**config.mk**
```make
export PLATFORM = sky130hd
export DESIGN_NAME = ccx_ic_arbiter
export DESIGN_NICKNAME = d
export VERILOG_FILES = /design/src/rtl/ccx_ic_arbiter.sv
export SDC_FILE = /design/constraint.sdc
export NUM_CORES = 1
export LEC_CHECK = 0
export CORE_AREA = 2 2 211 213
export DETAILED_ROUTE_END_ITERATION = 7
export DIE_AREA = 0 0 213 215
export RECOVER_POWER = 100
export SLEW_MARGIN = 25
export SYNTH_ARGS = -nofsm -noshare
export SYNTH_HDL_FRONTEND = slang
export SYNTH_SLANG_ARGS = --single-unit
```
**constraint.sdc**
```tcl
create_clock -name g_clk -period 2.2 [get_ports g_clk]
set_clock_uncertainty 0.15 [all_clocks]
set_input_delay 0.44 -clock g_clk [delete_from_list [all_inputs] [get_ports g_clk]]
set_output_delay 0.44 -clock g_clk [all_outputs]
set_load 0.05 [all_outputs]
```
**src/rtl/ccx_ic_arbiter.sv**
```systemverilog
// Two-master (imem/dmem) to one-slave request arbiter with lock-on-stall and response routing.
// Optional CCX_IC_ARB_RR_EN: round-robin between simultaneous requesters instead of dmem priority.
module ccx_ic_arbiter #(
    parameter int unsigned AW = 39,
    parameter int unsigned DW = 64
) (
    input  logic              g_clk,
    input  logic              g_reset,
    // instruction master
    input  logic              imem_req_i,
    output logic              imem_gnt_o,
    input  logic              imem_wen_i,
    input  logic [DW/8-1:0]   imem_strb_i,
    input  logic [DW-1:0]     imem_wdata_i,
    input  logic [AW-1:0]     imem_addr_i,
    output logic [DW-1:0]     imem_rdata_o,
    output logic              imem_err_o,
    // data master
    input  logic              dmem_req_i,
    output logic              dmem_gnt_o,
    input  logic              dmem_wen_i,
    input  logic [DW/8-1:0]   dmem_strb_i,
    input  logic [DW-1:0]     dmem_wdata_i,
    input  logic [AW-1:0]     dmem_addr_i,
    output logic [DW-1:0]     dmem_rdata_o,
    output logic              dmem_err_o,
    // merged port toward the router
    output logic              out_req_o,
    input  logic              out_gnt_i,
    output logic              out_wen_o,
    output logic [DW/8-1:0]   out_strb_o,
    output logic [DW-1:0]     out_wdata_o,
    output logic [AW-1:0]     out_addr_o,
    input  logic [DW-1:0]     out_rdata_i,
    input  logic              out_err_i
);

    localparam logic MST_IMEM = 1'b0;
    localparam logic MST_DMEM = 1'b1;

    typedef enum logic {
        ST_UNLOCKED = 1'b0,
        ST_LOCKED   = 1'b1
    } state_e;

    state_e state_q, state_d;
    logic   owner_q, owner_d;
    logic   rsp_vld_q, rsp_vld_d;
    logic   rsp_own_q, rsp_own_d;
    logic   sel;
    logic   accept;

`ifdef CCX_IC_ARB_RR_EN
    logic last_win_q, last_win_d;
`endif

    // Selection: a locked owner is never pre-empted.
    always_comb begin
        sel = MST_IMEM;
        if (state_q == ST_LOCKED) begin
            sel = owner_q;
        end else if (imem_req_i && dmem_req_i) begin
`ifdef CCX_IC_ARB_RR_EN
            sel = ~last_win_q;
`else
            sel = MST_DMEM;
`endif
        end else begin
            sel = dmem_req_i ? MST_DMEM : MST_IMEM;
        end
    end

    // Request path forwarding and grant gating.
    always_comb begin
        out_req_o   = (sel == MST_DMEM) ? dmem_req_i   : imem_req_i;
        out_wen_o   = (sel == MST_DMEM) ? dmem_wen_i   : imem_wen_i;
        out_strb_o  = (sel == MST_DMEM) ? dmem_strb_i  : imem_strb_i;
        out_wdata_o = (sel == MST_DMEM) ? dmem_wdata_i : imem_wdata_i;
        out_addr_o  = (sel == MST_DMEM) ? dmem_addr_i  : imem_addr_i;
        imem_gnt_o  = (sel == MST_IMEM) && imem_req_i && out_gnt_i;
        dmem_gnt_o  = (sel == MST_DMEM) && dmem_req_i && out_gnt_i;
        accept      = out_req_o && out_gnt_i;
    end

    // Response path: only the master that owned the previous acceptance sees rdata/err.
    always_comb begin
        imem_rdata_o = '0;
        imem_err_o   = 1'b0;
        dmem_rdata_o = '0;
        dmem_err_o   = 1'b0;
        if (rsp_vld_q) begin
            if (rsp_own_q == MST_DMEM) begin
                dmem_rdata_o = out_rdata_i;
                dmem_err_o   = out_err_i;
            end else begin
                imem_rdata_o = out_rdata_i;
                imem_err_o   = out_err_i;
            end
        end
    end

    // Lock FSM next-state and routing-state updates.
    always_comb begin
        state_d   = state_q;
        owner_d   = owner_q;
        rsp_vld_d = accept;
        rsp_own_d = accept ? sel : rsp_own_q;
        case (state_q)
            ST_UNLOCKED: begin
                if (out_req_o && !out_gnt_i) begin
                    state_d = ST_LOCKED;
                    owner_d = sel;
                end
            end
            ST_LOCKED: begin
                // Owner dropping req is a protocol violation; unlock and carry on.
                if (!out_req_o || out_gnt_i) begin
                    state_d = ST_UNLOCKED;
                end
            end
            default: state_d = ST_UNLOCKED;
        endcase
    end

    always_ff @(posedge g_clk or posedge g_reset) begin
        if (g_reset) begin
            state_q   <= ST_UNLOCKED;
            owner_q   <= MST_IMEM;
            rsp_vld_q <= 1'b0;
            rsp_own_q <= MST_IMEM;
        end else begin
            state_q   <= state_d;
            owner_q   <= owner_d;
            rsp_vld_q <= rsp_vld_d;
            rsp_own_q <= rsp_own_d;
        end
    end

`ifdef CCX_IC_ARB_RR_EN
    always_comb begin
        last_win_d = accept ? sel : last_win_q;
    end

    always_ff @(posedge g_clk or posedge g_reset) begin
        if (g_reset) begin
            last_win_q <= MST_DMEM;
        end else begin
            last_win_q <= last_win_d;
        end
    end
`endif

endmodule

```
==> parameters.txt, run 1 <==
Parameter                              Value

Placement
  IO Port Bufs ... ~540
  GPL Wtd Cong ... 0.937
  Placement Setup Slack ... -497 ps
  Final HPWL from detailed placement ... 19900 microns

Die
  Area of the die ... about 46000 sq um
  Initial core utilization ... 6.41%
  DIE HEIGHT ... 215 microns
  I/O pins ... approximately 540
  Die W ... ~210 microns
  Num rows ... just under 80
  Placeable core region ... between 40000 and 50000 sq um

Worst setup path
  Arrival time at the worst endpoint ... 1900 ps
  Startpoint of the worst-slack reg-to-reg timing path ... rsp_own_q$_DFFE_PP0P_
  Setup slack on the worst flop-to-flop path ... ~670 ps
  Cell Chain, Critical Path ... mux2i_4, buf_12, buf_12, mux2_4, buf_4
  Standard cell with the maximum stage delay on the critical path ... sky130_fd_sc_hd__dfrtp_1
  Number of cells traversed by the worst register-to-register path ... 4
  Required time of the critical path ... approximately 1600 ps
  Delay of the slowest cell on the worst path ... 410 ps
  Worst setup EP type ... primary output
  Critical path launch point type ... flip-flop
  Crit Path Class ... flip-flop to primary output
  End of the worst register-to-register path ... rsp_own_q$_DFFE_PP0P_
  Top cell by count, worst path ... sky130_fd_sc_hd__buf_12
  Critical-path maximum fanout ... 14

Global route
  Global route total overflow ... 0
  Global-route wire length before repair ... between 30000 and 40000 microns
  Largest net degree at the start of global routing ... 57
  Number of global-route vias before repair ... 4872
  Number of antenna violations at the first check in global routing ... 1
  GRT Resource Usage Total ... under 10%

Logic synthesis
  Per-instance average area after synthesis ... 9.36 sq um
  Number of cells produced by synthesis ... around 300
  Cell with the most instances after synthesis ... sky130_fd_sc_hd__mux2_4
  Most instantiated cells after synthesis ... sky130_fd_sc_hd__mux2_4 (69), sky130_fd_sc_hd__and2_1 (65), sky130_fd_sc_hd__and3_1 (65), sky130_fd_sc_hd__mux2_2 (43), sky130_fd_sc_hd__clkbuf_1 (21)
  Post-synth cell types ... 22
  Ys flop type ... sky130_fd_sc_hd__dfrtp_1
  Post-synth top area share ... approximately 37%
  Share of the yosys chip area belonging to registers ... under 10%
  Flip-flop and latch count after synthesis ... 4
  Async set-or-reset flop fraction in the synthesized netlist ... 100%
  Synth warn ... 0
  Post-synth net total ... 593
  Combined area of all synthesized cells ... approximately 2800 sq um
  Dominant cells by area after synthesis ... sky130_fd_sc_hd__mux2_4 (37%), sky130_fd_sc_hd__mux2_2 (17%), sky130_fd_sc_hd__and2_1 (15%), sky130_fd_sc_hd__and3_1 (15%), sky130_fd_sc_hd__buf_8 (3.8%)
  Largest area contributor in the netlist ... sky130_fd_sc_hd__mux2_4
  Count of flip-flops with a built-in enable after synthesis ... 0

Clocking
  Clock sink count ... 4
  Clock root cell ... sky130_fd_sc_hd__clkbuf_16
  Num CTS Buffers ... 3
  Clock latency of the later-clocked register in the worst-skew pair ... 230 ps
  Clock transition at the registers of the reported paths ... 30 ps
  H-tree depth ... 1
  Maximum buffer depth of the clock tree ... 2
  CTS tree ... yes
  Cts-stage hold buffer count ... 0

Timing
  Slew at the pin closest to its max-slew limit ... about 360 ps
  Smallest setup slack after layout ... -288 ps
  Minimum clock period ... around 2500 ps
  Relative slew margins ... 76.2%
  Share of the cycle needed by the critical path after routing ... 113%
  Peak Freq ... between 400 and 500 MHz
  Final count of hold timing violations ... 0
  Final slew viol count ... 0
  Setup-failing EPs final ... roughly 110
  Setup repair after global routing missed its margin ... yes

Job
  Max cap viols ... 0

Detailed routing
  DR pass1 iterations ... 4
  DR vias ... 4503
  Starting DRC count in detailed routing ... around 170
  Detailed-route wire length per cell ... between 15 and 20 microns
  Ratio of routed vias to standard cells ... a little over 3
  Post-detailed-route count of antenna-violating nets ... 0
  Routed wire length ... about 24000 microns
  DRC ... 0

Power and ir drop
  Leakage Power ... approximately 0.0045 uW
  Worst voltage drop across the vdd grid ... roughly 0.32 mV
  PnR Total Power ... about 4600 uW
  Cell Pwr Density ... 455 nW/um^2

Run status
  Run status ... finished, violations left
  Violated checks ... negative setup slack

Cells and area
  Number of antenna cells inserted ... 0
  Fraction of layout instances using a drive strength above 1 ... around 49%
  Fin util ... 23.1%
  Synthesis-to-layout area growth ... 260%
  Number of nets in the finished design ... between 1000 and 1500
  Number of filler cells placed in the layout ... 4675
  Multi-input gate area ... 2570 sq um
  Area of all sequential standard cells ... ~100 sq um

Hold path
  Hold WC Path Type ... primary input to async pin
## power by group
group / internal, uW / leakage, uW / total (uW) / switching [uW]
registers: 84.8 / 0.0000463 / 95.8 / 11.1
logic: 1920 / 0.00445 / 4200 / 2270
clock network: 240 / 0.0000382 / 295 / 55.4
total: 2250 / 0.00454 / 4590 / 2340
## worst max-delay path: cells and delay by family, from the launching register on
kind | cells | cell delay (ps)
flops | 1 | 410
buf+inv | 3 | 580
mux | 2 | 640
## state kept, by name (all words and copies together) (netlist names)
signal	count
rsp_own_q	1
rsp_vld_q	1
owner_q	1
state_q	1
## kinds of logic after synthesis
logic type	count (synthesis)	synth area share (%)
AO/OA/AOI/OAI	8	2.32
buffers and inverters	38	8.49
flip-flops	4	3.58
multiplexers	113	55.1
AND/OR/NAND/NOR	136	30.5
## through the flow
step	TNS [ps]	hold slack (ps)	instances	cell area, sq um
finish	-26940	385	1448	10100
global route	-35500	404	1448	10100
CTS	-28730	249	1445	10700
detailed placement	-50680	486	1432	10100
global placement	-50070	491	1432	10100
floorplan	0	56.1	299	2810
## metal layers
layer / part of all wire [%] / GRT usage [%]
met1: 39 / 11.6
met4: 0.46 / 0.746
met3: 7.7 / 1.86
met2: 52 / 18.0
met5: 0.055 / 0
## worst max-delay path by stage
stage / slack, ps / start / to
floorplan: 60 / state_q$_DFF_PP0_ / imem_gnt_o
global placement: -500 / dmem_req_i / out_wdata_o[8]
detailed placement: -500 / dmem_req_i / out_wdata_o[59]
CTS: -300 / state_q$_DFF_PP0_ / out_wdata_o[15]
global route: -340 / state_q$_DFF_PP0_ / out_wdata_o[59]
finish: -290 / state_q$_DFF_PP0_ / out_wdata_o[59]
## cell type report
| cell class | count | area share [%] |
|---|---|---|
| sequential | 4 | 1.01 |
| multi-input combinational | 257 | 25.5 |
| inverter | 4 | 0.149 |
| clock buffer | 4 | 0.782 |
| timing repair buffer | 587 | 65.2 |
| tap | 592 | 7.35 |
## placed cells by master, fill, tap and decap left out, types with 2 or more instances in the layout
cell / count
sky130_fd_sc_hd__inv_1: 4
sky130_fd_sc_hd__mux2_2: 22
sky130_fd_sc_hd__buf_6: 45
sky130_fd_sc_hd__and2_1: 62
sky130_fd_sc_hd__a211oi_1: 2
sky130_fd_sc_hd__clkbuf_2: 9
sky130_fd_sc_hd__buf_16: 3
sky130_fd_sc_hd__clkdlybuf4s50_1: 289
sky130_fd_sc_hd__clkbuf_4: 38
sky130_fd_sc_hd__clkbuf_1: 3
sky130_fd_sc_hd__and3_1: 65
sky130_fd_sc_hd__buf_12: 89
sky130_fd_sc_hd__clkbuf_16: 3
sky130_fd_sc_hd__dlygate4sd3_1: 3
sky130_fd_sc_hd__buf_8: 19
sky130_fd_sc_hd__buf_4: 83
sky130_fd_sc_hd__mux2_4: 90
sky130_fd_sc_hd__buf_2: 6
sky130_fd_sc_hd__dfrtp_1: 3
sky130_fd_sc_hd__and2_2: 2
## repair_timing
| action | 4_1_cts | 5_1_grt |
|---|---|---|
| endpoints found under the setup margin | 116 | 133 |
| resized for setup | 100 | 13 |
| pin swaps | 0 | 1 |
| buffers inserted | 6 | 3 |
| cloned | 3 | 0 |
Note: power is estimated with default switching activity, not from simulation.
==> inputs of run 2 (changes only) <==
--- a/config.mk
+++ b/config.mk
@@ -8,7 +8,9 @@
 export CORE_AREA = 2 2 211 213
 export DETAILED_ROUTE_END_ITERATION = 7
 export DIE_AREA = 0 0 213 215
+export GPL_ROUTABILITY_DRIVEN = 0
 export RECOVER_POWER = 100
+export REMOVE_ABC_BUFFERS = 1
 export SLEW_MARGIN = 25
 export SYNTH_ARGS = -nofsm -noshare
 export SYNTH_HDL_FRONTEND = slang
==> run 2 against run 1 <==
Effect of this change: via count grew 4.5%; design area up 1.9%; sequential cell count unchanged; the flow still finishes with violations (negative setup slack); non-clock buffer count is 5 lower; clock-buffer cell count fell by 1; routed wire length up 28%; largest cell class unchanged; global-route usage grew 2.5 points; sequential share of layout area about the same; hold slack worse by 2.6 ps; sequential power is 9% higher; largest power group unchanged; final cell count decreased by 0.41%.
==> parameters.txt, run 2 (synthesis results as in run 1) <==
Parameter                              Value

Clocking
  Cts-stage hold buffer count ... 0
  Maximum buffer depth of the clock tree ... 2
  Clock latency of the later-clocked register in the worst-skew pair ... 230 ps
  CTS tree ... yes
  Num CTS Buffers ... 3
  Clock transition at the registers of the reported paths ... roughly 30 ps
  H-tree depth ... 1
  Clock root cell ... sky130_fd_sc_hd__clkbuf_16
  Clock sink count ... 4

Die
  Initial core utilization ... around 6.4%
  I/O pins ... 539
  Placeable core region ... ~44000 sq um
  DIE HEIGHT ... about 220 microns
  Area of the die ... between 40000 and 50000 sq um
  Die W ... between 200 and 250 microns
  Num rows ... just under 80

Cells and area
  Fraction of layout instances using a drive strength above 1 ... between 40 and 50%
  Number of nets in the finished design ... roughly 1100
  Synthesis-to-layout area growth ... 267%
  Most common cell after layout, fill and taps aside ... sky130_fd_sc_hd__clkdlybuf4s50_1
  Final Instance Count excl. Fillers ... between 1000 and 1500
  Commonest cells after routing, fill and taps aside ... sky130_fd_sc_hd__clkdlybuf4s50_1 (290), sky130_fd_sc_hd__buf_12 (108), sky130_fd_sc_hd__mux2_4 (89)
  Number of antenna cells inserted ... 0

Power and ir drop
  Leakage Power ... about 0.0046 uW
  Cell Pwr Density ... approximately 470 nW/um^2
  Worst voltage drop across the vdd grid ... roughly 0.27 mV

Detailed routing
  Post-detailed-route count of antenna-violating nets ... 0
  DR pass1 iterations ... 4
  Routed wire length ... ~30000 microns
  Detailed-route wire length per cell ... around 21 microns
  DRC ... 0
  Starting DRC count in detailed routing ... 195
  DR vias ... 4706
  Ratio of routed vias to standard cells ... 3.26

Worst setup path
  Arrival time at the worst endpoint ... ~1900 ps
  Top cell by count, worst path ... sky130_fd_sc_hd__buf_6
  Worst setup EP type ... primary output
  Standard cell with the maximum stage delay on the critical path ... sky130_fd_sc_hd__dfrtp_2
  Delay of the slowest cell on the worst path ... about 420 ps
  Required time of the critical path ... approximately 1600 ps
  Critical-path maximum fanout ... 10
  CP top delay family ... multiplexers
  Cell Chain, Critical Path ... mux2i_4, buf_6, buf_12, buf_6, mux2_2, buf_6
  Crit Path Class ... flip-flop to primary output
  Critical path launch point type ... flip-flop
  Total buffers and inverters traversed by the critical path ... 4

Timing
  Final count of hold timing violations ... 0
  Relative slew margins ... 71.4%
  Slew at the pin closest to its max-slew limit ... ~430 ps
  Setup repair after global routing missed its margin ... yes
  Final slew viol count ... 0
  Post-Route Setup TNS ... -26060 ps
  Smallest setup slack after layout ... -289 ps
  Peak Freq ... 402 MHz
  Setup-failing EPs final ... 114
  Share of the cycle needed by the critical path after routing ... 113%
  Minimum clock period ... approximately 2500 ps

Hold path
  Hold WC Path Type ... primary input to async pin

Global route
  Number of global-route vias before repair ... 4939
  GRT Resource Usage Total ... 12.2%
  Largest net degree at the start of global routing ... 66
  Global route total overflow ... 0
  Global-route wire length before repair ... 38800 microns
  Number of antenna violations at the first check in global routing ... 10

Run status
  Run status ... finished, violations left
  Violated checks ... negative setup slack

Placement
  Number of placed instances, taps included ... between 1000 and 1500
  IO Port Bufs ... approximately 540
  Final HPWL from detailed placement ... 27800 microns
  Placement Setup Slack ... -452 ps

Job
  Max cap viols ... 0
==> run 2: cell types whose count changed in the layout (fill, tap and decap cells not counted), moves of 3 or more <==
cell                       delta
sky130_fd_sc_hd__and2_1       -4
sky130_fd_sc_hd__buf_4       -67
sky130_fd_sc_hd__buf_12      +19
sky130_fd_sc_hd__clkbuf_4    -35
sky130_fd_sc_hd__buf_2        -3
sky130_fd_sc_hd__clkbuf_2    +52
sky130_fd_sc_hd__and2_0       +7
sky130_fd_sc_hd__buf_6       +29
==> run 2: per-layer routing <==
layer	up-vias	global-route usage (%)	part of all wire [%]
li1	2162	-	-
met1	2170	13.0	38
met2	342	23.6	51
met3	24	4.21	10
met4	8	0.629	0.48
met5	-	0	0.17
==> run 2: area by class of cell <==
class / instances / area, sq um
clock buffers: 3 / 75.1
fillers: 4755 / 33400
inverters: 4 / 15.0
multi-input cells: 257 / 2550
flip-flops and latches: 4 / 104
well taps: 592 / 741
repair buffers: 582 / 6790
==> run 2: final timing paths <==
| check | startpoint | to | slack, ps | cells past startpoint |
|---|---|---|---|---|
| hold / removal | g_reset | owner_q$_DFFE_PP0P_ | 380 | 2 |
| setup / recovery | state_q$_DFF_PP0_ | out_wdata_o[15] | -290 | 6 |
| setup reg to reg | owner_q$_DFFE_PP0P_ | rsp_vld_q$_DFF_PP0_ | 740 | 4 |
| hold reg to reg | rsp_own_q$_DFFE_PP0P_ | rsp_own_q$_DFFE_PP0P_ | 490 | 1 |
| max in group asynchronous | g_reset | rsp_own_q$_DFFE_PP0P_ | 1360 | 2 |
| min in group g_clk | rsp_own_q$_DFFE_PP0P_ | rsp_own_q$_DFFE_PP0P_ | 490 | 1 |
==> run 2: timing repair <==
| action | in CTS | in global routing |
|---|---|---|
| pin swaps | 0 | 0 |
| resized for setup | 139 | 14 |
| endpoints found under the setup margin | 118 | 162 |
| setup buffers | 4 | 0 |
| gates cloned | 2 | 1 |
==> run 2: through the flow <==
| stage | hold slack [ps] | instance area (sq um) | util, % | power (uW) |
|---|---|---|---|---|
| after global routing | 402 | 10300 | 23.5 | 5010 |
| after CTS | 248 | 11200 | 25.6 | 5190 |
| after detailed placement | 486 | 10500 | 24.1 | 4580 |
| final | 382 | 10300 | 23.5 | 4850 |
| after global placement | 472 | 10500 | 24.1 | 4560 |
| after floorplan | 56.1 | 2580 | - | 2330 |
==> run 2: power by group <==
| group | internal [uW] | switching, uW | total (uW) |
|---|---|---|---|
| registers | 85.5 | 18.1 | 104 |
| logic | 2070 | 2390 | 4460 |
| clock network | 232 | 50.4 | 282 |
| total | 2390 | 2450 | 4850 |
